### config.mk
export PLATFORM = sky130hd
export DESIGN_NAME = cache_arbiter
export DESIGN_NICKNAME = d
export VERILOG_FILES = /design/src/rtl/lc3b_types.sv /design/src/rtl/sat_counter16.sv /design/src/rtl/cache_arbiter.sv
export SDC_FILE = /design/constraint.sdc
export NUM_CORES = 1
export LEC_CHECK = 0
export BUFFER_PORTS_ARGS = -buffer_cell sky130_fd_sc_hd__buf_4
export CORE_AREA = 10 10 270 272
export DETAILED_ROUTE_END_ITERATION = 8
export DIE_AREA = 0 0 280 282
export HOLD_SLACK_MARGIN = 0.06
export PLACE_DENSITY = 0.31
export SLEW_MARGIN = 20
export SYNTH_ARGS = -nofsm -noshare
export SYNTH_HDL_FRONTEND = slang
export SYNTH_SLANG_ARGS = --single-unit
### constraint.sdc
create_clock -name clk -period 2.38 [get_ports clk]
set_input_delay 0.119 -clock clk [delete_from_list [all_inputs] [get_ports clk]]
set_output_delay 0.119 -clock clk [all_outputs]
set_load 0.05 [all_outputs]
### src/rtl/lc3b_types.sv
// Shared LC-3b types: memory word/line widths plus the cache-arbiter state and requester encodings.
// Combinational-free package; no latency or backpressure of its own.
package lc3b_types;

  typedef logic [15:0]  lc3b_word;
  typedef logic [127:0] lc3b_block;

  typedef enum logic [1:0] {
    ARB_IDLE    = 2'd0,
    ARB_SERVE_I = 2'd1,
    ARB_SERVE_D = 2'd2,
    ARB_RELEASE = 2'd3
  } arb_state_t;

  typedef enum logic {
    REQ_I = 1'b0,
    REQ_D = 1'b1
  } req_sel_t;

  localparam logic [15:0] SAT_LIMIT16 = 16'hFFFF;

endpackage

### src/rtl/sat_counter16.sv
// 16-bit saturating event counter; counts on i_inc, one cycle latency to o_count.
// Never stalls: i_clr wins over i_inc, and the count sticks at SAT_LIMIT16.
module sat_counter16
  import lc3b_types::*;
(
  input  logic        clk,
  input  logic        rst_n,
  input  logic        i_inc,
  input  logic        i_clr,
  output logic [15:0] o_count
);

  logic [15:0] r_count;

  always_ff @(posedge clk or negedge rst_n) begin
    if (!rst_n) begin
      r_count <= '0;
    end else if (i_clr) begin
      r_count <= '0;
    end else if (i_inc && (r_count != SAT_LIMIT16)) begin
      r_count <= r_count + 16'd1;
    end
  end

  assign o_count = r_count;

endmodule

### src/rtl/cache_arbiter.sv
// Arbitrates I-cache and D-cache line fills/write-backs onto one memory port; strobe one cycle after grant.
// Requesters wait in place until their resp pulse; a RELEASE cycle separates every pair of transactions.
module cache_arbiter
  import lc3b_types::*;
(
  input  logic       clk,
  input  logic       rst_n,
  input  logic       i_read,
  input  lc3b_word   i_addr,
  output logic       i_resp,
  output lc3b_block  i_rdata,
  input  logic       d_read,
  input  logic       d_write,
  input  lc3b_word   d_addr,
  input  lc3b_block  d_wdata,
  output logic       d_resp,
  output lc3b_block  d_rdata,
  output logic       pmem_read,
  output logic       pmem_write,
  output lc3b_word   pmem_address,
  output lc3b_block  pmem_wdata,
  input  lc3b_block  pmem_rdata,
  input  logic       pmem_resp,
  output logic [15:0] conflict_count,
  input  logic       clr_count
);

  arb_state_t r_state;
  req_sel_t   r_last_grant;
  lc3b_word   r_addr;
  lc3b_block  r_wdata;
  logic       r_pmem_read;
  logic       r_pmem_write;

  logic       w_i_req;
  logic       w_d_req;
  logic       w_conflict;
  req_sel_t   w_grant;

  assign w_i_req    = i_read;
  assign w_d_req    = d_read | d_write;
  assign w_conflict = w_i_req & w_d_req;

  // On a tie, whoever was not served last goes next.
  always_comb begin
    w_grant = REQ_I;
    if (w_conflict) begin
      w_grant = (r_last_grant == REQ_I) ? REQ_D : REQ_I;
    end else if (w_d_req) begin
      w_grant = REQ_D;
    end
  end

  // The strobe registers double as the latched read/write type of the transaction.
  always_ff @(posedge clk or negedge rst_n) begin
    if (!rst_n) begin
      r_state      <= ARB_IDLE;
      r_last_grant <= REQ_I;
      r_addr       <= '0;
      r_wdata      <= '0;
      r_pmem_read  <= 1'b0;
      r_pmem_write <= 1'b0;
    end else begin
      case (r_state)
        ARB_IDLE: begin
          if (w_i_req || w_d_req) begin
            r_last_grant <= w_grant;
            if (w_grant == REQ_D) begin
              r_state      <= ARB_SERVE_D;
              r_addr       <= d_addr;
              r_wdata      <= d_wdata;
              r_pmem_read  <= ~d_write;
              r_pmem_write <= d_write;
            end else begin
              r_state      <= ARB_SERVE_I;
              r_addr       <= i_addr;
              r_wdata      <= '0;
              r_pmem_read  <= 1'b1;
              r_pmem_write <= 1'b0;
            end
          end
        end
        ARB_SERVE_I, ARB_SERVE_D: begin
          if (pmem_resp) begin
            r_state      <= ARB_RELEASE;
            r_pmem_read  <= 1'b0;
            r_pmem_write <= 1'b0;
          end
        end
        ARB_RELEASE: begin
          r_state <= ARB_IDLE;
        end
        default: begin
          r_state <= ARB_IDLE;
        end
      endcase
    end
  end

  assign pmem_read    = r_pmem_read;
  assign pmem_write   = r_pmem_write;
  assign pmem_address = r_addr;
  assign pmem_wdata   = r_wdata;

  assign i_resp  = pmem_resp & (r_state == ARB_SERVE_I);
  assign d_resp  = pmem_resp & (r_state == ARB_SERVE_D);
  assign i_rdata = pmem_rdata;
  assign d_rdata = pmem_rdata;

  sat_counter16 u_conflict_cnt (
    .clk     (clk),
    .rst_n   (rst_n),
    .i_inc   (w_conflict),
    .i_clr   (clr_count),
    .o_count (conflict_count)
  );

endmodule

==> results of run 1 <==
worst paths after layout:
path                                 start               to  cells past startpoint
setup / recovery              r_last_grant  pmem_address[2]                      6
hold / removal                     d_write        pmem_read                      4
setup reg to reg              r_last_grant  pmem_address[2]                      6
hold reg to reg            pmem_wdata[102]  pmem_wdata[102]                      2
max in group asynchronous            rst_n   pmem_wdata[64]                      3
min in group asynchronous            rst_n   pmem_wdata[10]                      2
layer usage:
| metal | vias up | wire length (um) |
|---|---|---|
| met2 | 316 | 15000 |
| met4 | 2 | 1520 |
| li1 | 2994 | - |
| met1 | 3072 | 12200 |
| met3 | 116 | 3500 |
| met5 | - | 13 |
kinds of logic after synthesis:
family                     Yosys count
buffers and inverters              302
AOI/OAI and AO/OA                  182
DFF                                165
and+or+nand+nor                    133
muxes                               22
adders and majority gates            5
registers in the layout, indices dropped and copies added (netlist names):
register / cells
r_last_grant: 1
u_conflict_cnt.o_count: 16
pmem_wdata: 128
pmem_read: 1
pmem_address: 16
r_state: 2
pmem_write: 1
area by class of cell:
cell class                 instances  share of cell area, %
multi-input combinational        342                   18.4
sequential                       165                   33.2
inverter                           6                  0.181
tap                              882                   8.87
clock buffer                      21                   3.78
clock inverter                    10                  0.976
timing repair buffer             509                   34.6
cells in the mapped netlist (all sizes together) (5+ instances only):
library cell,number
a21oi,12
nor3,5
a22o,100
dfrtp,165
o21ai,50
nor2,9
ha,5
mux2i,18
o31ai,8
inv,6
nand3,6
buf,263
nand2,82
clkbuf,33
or4,6
what timing repair did:
item                      in CTS  in global routing
hold buffers                 162                  0
hold endpoints to repair     322                  0
buffers inserted               0                  0
worst reg2reg max path: cells and delay by family (launching register included):
| kind | cells | cell delay (ns) |
|---|---|---|
| AOI/OAI and AO/OA | 2 | 0.35 |
| buffers and inverters | 2 | 0.88 |
| DFF | 1 | 0.39 |
| muxes | 1 | 0.25 |
| and+or+nand+nor | 1 | 0.12 |
per-stage QoR:
step,hold WS [ns],instances
after global routing,0.141,1935
after floorplan,-0.177,809
after CTS,0.0721,1935
after global placement,0.135,1742
after detailed placement,0.140,1742
final,0.137,1935
power by group through the flow:
stage          Sequential [mW]  Combinational, mW  Clock (mW)
2_1_floorplan             7.98               3.18           0
3_3_place_gp              4.50               8.59           0
3_5_place_dp              4.48               8.63           0
4_1_cts                   4.47               8.87        3.15
5_1_grt                   4.60               9.23        3.25
6_report                  4.46               8.68        2.93
==> results_dict.tcl, run 1 <==
set metrics [dict create \
    status "completed" \
    grt_usage_pct 8.02 \
    n_antenna_cell 0 \
    synth.ff_latch_count 165 \
    post-route-min-period_ns 2.11 \
    multi_input_area_um2 2280 \
    setup_ws_ns 0.272 \
    syn-cell-area_um2 8500 \
    synth_top_area_share_pct 48.6 \
    synth_async_sr_flop_share_pct 100 \
    ir_drop_mv 0.548 \
    worstSetupPathType "flop to flop" \
    synth_top_family_by_area "buffers and inverters" \
    clock_latency_ns 0.48 \
    min_period_over_period_pct 88.6 \
    grt-ovfl-total 0 \
    avgSynthCellArea_um2 10.5 \
    area_growth_pct 46.4 \
    drive_above_1_share_pct 37.0 \
    ys.flop_type "dfrtp_1" \
    power_density_nw_per_um2 1290 \
    gp_congestion 0.694 \
    clk_pin_slew_ns 0.07 \
    ant_nets 0 \
    cpPeakStageDelay_ns 0.60 \
    nets 1341 \
    portBuffers 330 \
    critPathCaptureType "flop" \
    crit_chain "nand2_1 -> o21a_4 -> buf_4 -> mux2i_1 -> dlygate4sd3_1 -> o21ai_0" \
    pre_cts_ws_ns 0.325 \
    route.vias.total 6500 \
    ys_top_cells_by_area "dfrtp_1, buf_4, a22o_1" \
    synth_adder_area_share_pct 0.736 \
    clockBufferDepth 2 \
    grt_use_met2_pct 12.2 \
    p_sw_share_pct 48.1 \
    cts_tree "yes" \
    synth_seq_area_share_pct 48.6 \
    slew_headroom_pct 64.8 \
    grt_pass1_vias 7182 \
    startpoint_type "flop" \
    chipWidth_um 280 \
    num_rows 96 \
    drt_iter0_markers 216 \
    rsz0062_at_grt "no" \
    cts_buffers 17 \
    synth_cell_types 44 \
    fin_setup_tns_ns 0 \
    grt_max_degree 88 \
    yosysWarnings 0 \
    coreArea_um2 67700 \
    dp_hpwl_um 23600 \
    r2r_slack_ns 0.27 \
    drtPass1Iterations 4 \
    hold_path.class "input pin to flop" \
    cp_top_family "buffers and inverters" \
    post_cts_resized 0 \
    synthSimpleGateAreaFrac_pct 7.42 \
    met1_usage_pct 8.48 \
    p_total_mw 16.1 \
    synth_compound_area_share_pct 15.8 \
    antenna_found_initial 2 \
    netlist_instances 809 \
    final_common_cell "buf_4" \
    arrival_ns 2.45 \
    cts.sinks 165 \
    clkPwrFrac_pct 18.3 \
    seqPwrFrac_pct 27.7 \
    power.switching_mw 7.74 \
    wl_per_cell_um 16.7 \
    yosysTopAreaCell "dfrtp_1" \
    regArea_um2 4130 \
    intPower_mw 8.33 \
    p_comb_share_pct 54.0 \
    worstMarginPinSlew_ns 0.528 \
    route.detailed.drc 0 \
    fin_skew_ns 0.0154 \
    drv_cap 0 \
    synth_fp_nets 1109 \
    layout_common_cells "buf_4, dfrtp_1, dlygate4sd3_1" \
    crit_buf_inv 2 \
    grt_busiest_layer "met2" \
    synth-xor-area-share_pct 0 \
    p_leak_nw 5.76 \
    required_ns 2.72 \
    cts_root_buffer "clkbuf_16" \
    globalRouteMet3Util_pct 4.68 \
    postLayoutCoreUtil_pct 18.4 \
    final_cell_area_um2 12400 \
    synth-edff-count 0 \
    hold_violations 0 \
    cp_slowest_cell "dlygate4sd3_1" \
    ctsHtreeMaxLevel 4 \
    start_util_pct 12.5 \
    maxSlewViolCount 0 \
    path_max_fanout 12 \
    synthMuxAreaShare_pct 2.65 \
    max_freq_mhz 474 \
    fillers 7537 \
    viasPerCell 3.36 \
    placed_cell_area_um2 10200 \
    grt_pass1_wl_um 47200 \
    ios 715 \
    die_area_um2 79000 \
    setup_viol 0 \
    wirelength_um 32300 \
    die_y_um 282 \
]
Power figures use the tool's default switching activity.
==> run 2, diff against run 1 <==
==> constraint.sdc (replaced) <==
create_clock -name clk -period 2.4 [get_ports clk]
set_input_delay 0.12 -clock clk [delete_from_list [all_inputs] [get_ports clk]]
set_output_delay 0.12 -clock clk [all_outputs]
set_load 0.05 [all_outputs]
==> run 2 against run 1 <==
  * Clock power increased by 8.5%
  * Maximum frequency fell by 0.26%
  * Core utilization is 0.072 points higher
  * Cell count hardly changed
==> results_dict.tcl, run 2 (synthesis gave the netlist of run 1 again) <==
set metrics [dict create \
    route.detailed.drc 0 \
    cp_slowest_cell "dlygate4sd3_1" \
    clock_latency_ns 0.48 \
    worstSetupPathType "flop to flop" \
    grt_pass1_wl_um 47500 \
    startpoint_type "flop" \
    wirelength_um 32300 \
    grt-ovfl-total 0 \
    crit_chain "nand2_1 -> o21a_4 -> buf_4 -> mux2i_1 -> dlygate4sd3_1 -> o21ai_0" \
    cpPeakStageDelay_ns 0.60 \
    worstHoldEndpoint "pmem_read" \
    worstMarginPinSlew_ns 0.515 \
    setup_viol 0 \
    arrival_ns 2.45 \
    postLayoutCoreUtil_pct 18.4 \
    required_ns 2.74 \
    ant_nets 0 \
    hold_violations 0 \
    drive_above_1_share_pct 37.2 \
    die_area_um2 79000 \
    gp_congestion 0.693 \
    num_rows 96 \
    ir_drop_mv 0.532 \
    min_period_over_period_pct 88.1 \
    grt_max_degree 88 \
    rsz0062_at_grt "no" \
    ios 715 \
    path_max_fanout 12 \
    start_util_pct 12.5 \
    dp_hpwl_um 23700 \
    p_total_mw 16.2 \
    nets 1341 \
    grt_usage_pct 8.07 \
    route.vias.total 6465 \
    rr_worst_depth 6 \
    power_density_nw_per_um2 1300 \
    cts_setup_buffers 0 \
    die_y_um 282 \
    clk_pin_slew_ns 0.08 \
    final_common_cell "buf_4" \
    p_leak_nw 5.78 \
    post-route-min-period_ns 2.11 \
    fin_setup_tns_ns 0 \
    r2r-start "r_last_grant" \
    maxSlewViolCount 0 \
    multi_input_area_um2 2280 \
    drtPass1Iterations 4 \
    cts_root_buffer "clkbuf_16" \
    r2r_end "pmem_address[2]" \
    drt_iter0_markers 221 \
    drv_cap 0 \
    hold_path.class "input pin to flop" \
    cts_tree "yes" \
    largest_register_ffs 128 \
    viasPerCell 3.34 \
    r2r_slack_ns 0.29 \
    fin_skew_ns 0.0190 \
    clockBufferDepth 2 \
    fillers 7503 \
    layout_common_cells "buf_4, dfrtp_1, dlygate4sd3_1" \
    wl_per_cell_um 16.7 \
    coreArea_um2 67700 \
    hold_start "d_write" \
    portBuffers 330 \
    whs_path_depth 4 \
    slew_headroom_pct 65.7 \
    ctsHtreeMaxLevel 4 \
    grt_pass1_vias 7224 \
    regArea_um2 4130 \
    n_antenna_cell 0 \
    antenna_found_initial 2 \
    cts_buffers 17 \
    max_freq_mhz 473 \
    critPathCaptureType "flop" \
    status "completed" \
    chipWidth_um 280 \
    cts.sinks 165 \
    area_growth_pct 47.0 \
]
==> run 2: power breakdown <==
part	internal [mW]	switching (mW)	leakage [nW]
logic	2.81	5.79	3.35
registers	3.84	0.572	2.13
clock network	1.77	1.41	0.309
total	8.42	7.77	5.78
==> run 2: critical path: cells and delay by family, from the launching register on <==
| family | cells | cell delay (ns) |
|---|---|---|
| and+or+nand+nor | 1 | 0.12 |
| AOI/OAI and AO/OA | 2 | 0.35 |
| DFF | 1 | 0.39 |
| buffers and inverters | 2 | 0.86 |
| muxes | 1 | 0.24 |
==> run 2: metal layers <==
| layer | up-vias | GRT usage, % | share of wire [%] |
|---|---|---|---|
| met5 | - | 0 | 0.034 |
| met4 | 2 | 5.20 | 4.8 |
| met3 | 115 | 4.53 | 11 |
| met2 | 320 | 12.2 | 47 |
| met1 | 3028 | 8.56 | 38 |
| li1 | 3000 | - | - |
==> run 2: worst max path at each step <==
stage / slack (ns) / start / endpoint
floorplan: 0.18 / u_conflict_cnt.o_count[0] / u_conflict_cnt.o_count[0]
global placement: 0.39 / u_conflict_cnt.o_count[0] / u_conflict_cnt.o_count[10]
detailed placement: 0.36 / u_conflict_cnt.o_count[0] / u_conflict_cnt.o_count[10]
CTS: 0.23 / r_last_grant / pmem_address[2]
global route: 0.05 / r_last_grant / pmem_address[2]
finish: 0.29 / r_last_grant / pmem_address[2]
==> run 2: timing repair <==
item / in CTS / in global routing
endpoints found under the hold margin: 322 / 0
resized for setup: 0 / 0
hold buffers: 162 / 0
==> run 2: final cells by class <==
cell class | count | share of cell area (%)
clock buffer | 17 | 3.41
tap | 882 | 8.84
inverter | 6 | 0.180
clock inverter | 15 | 1.72
sequential | 165 | 33.1
multi-input combinational | 342 | 18.3
timing repair buffer | 509 | 34.5
==> run 2: metrics by stage <==
stage                     hold slack [ns]  setup WS (ns)  instance area [um2]  std cells
after detailed placement            0.136          0.360                10200       1742
final                               0.120          0.287                12500       1936
after CTS                          0.0700          0.228                12500       1936
after floorplan                    -0.176          0.182                 8500        809
after global routing                0.140         0.0521                12500       1936
after global placement              0.136          0.393                10200       1742
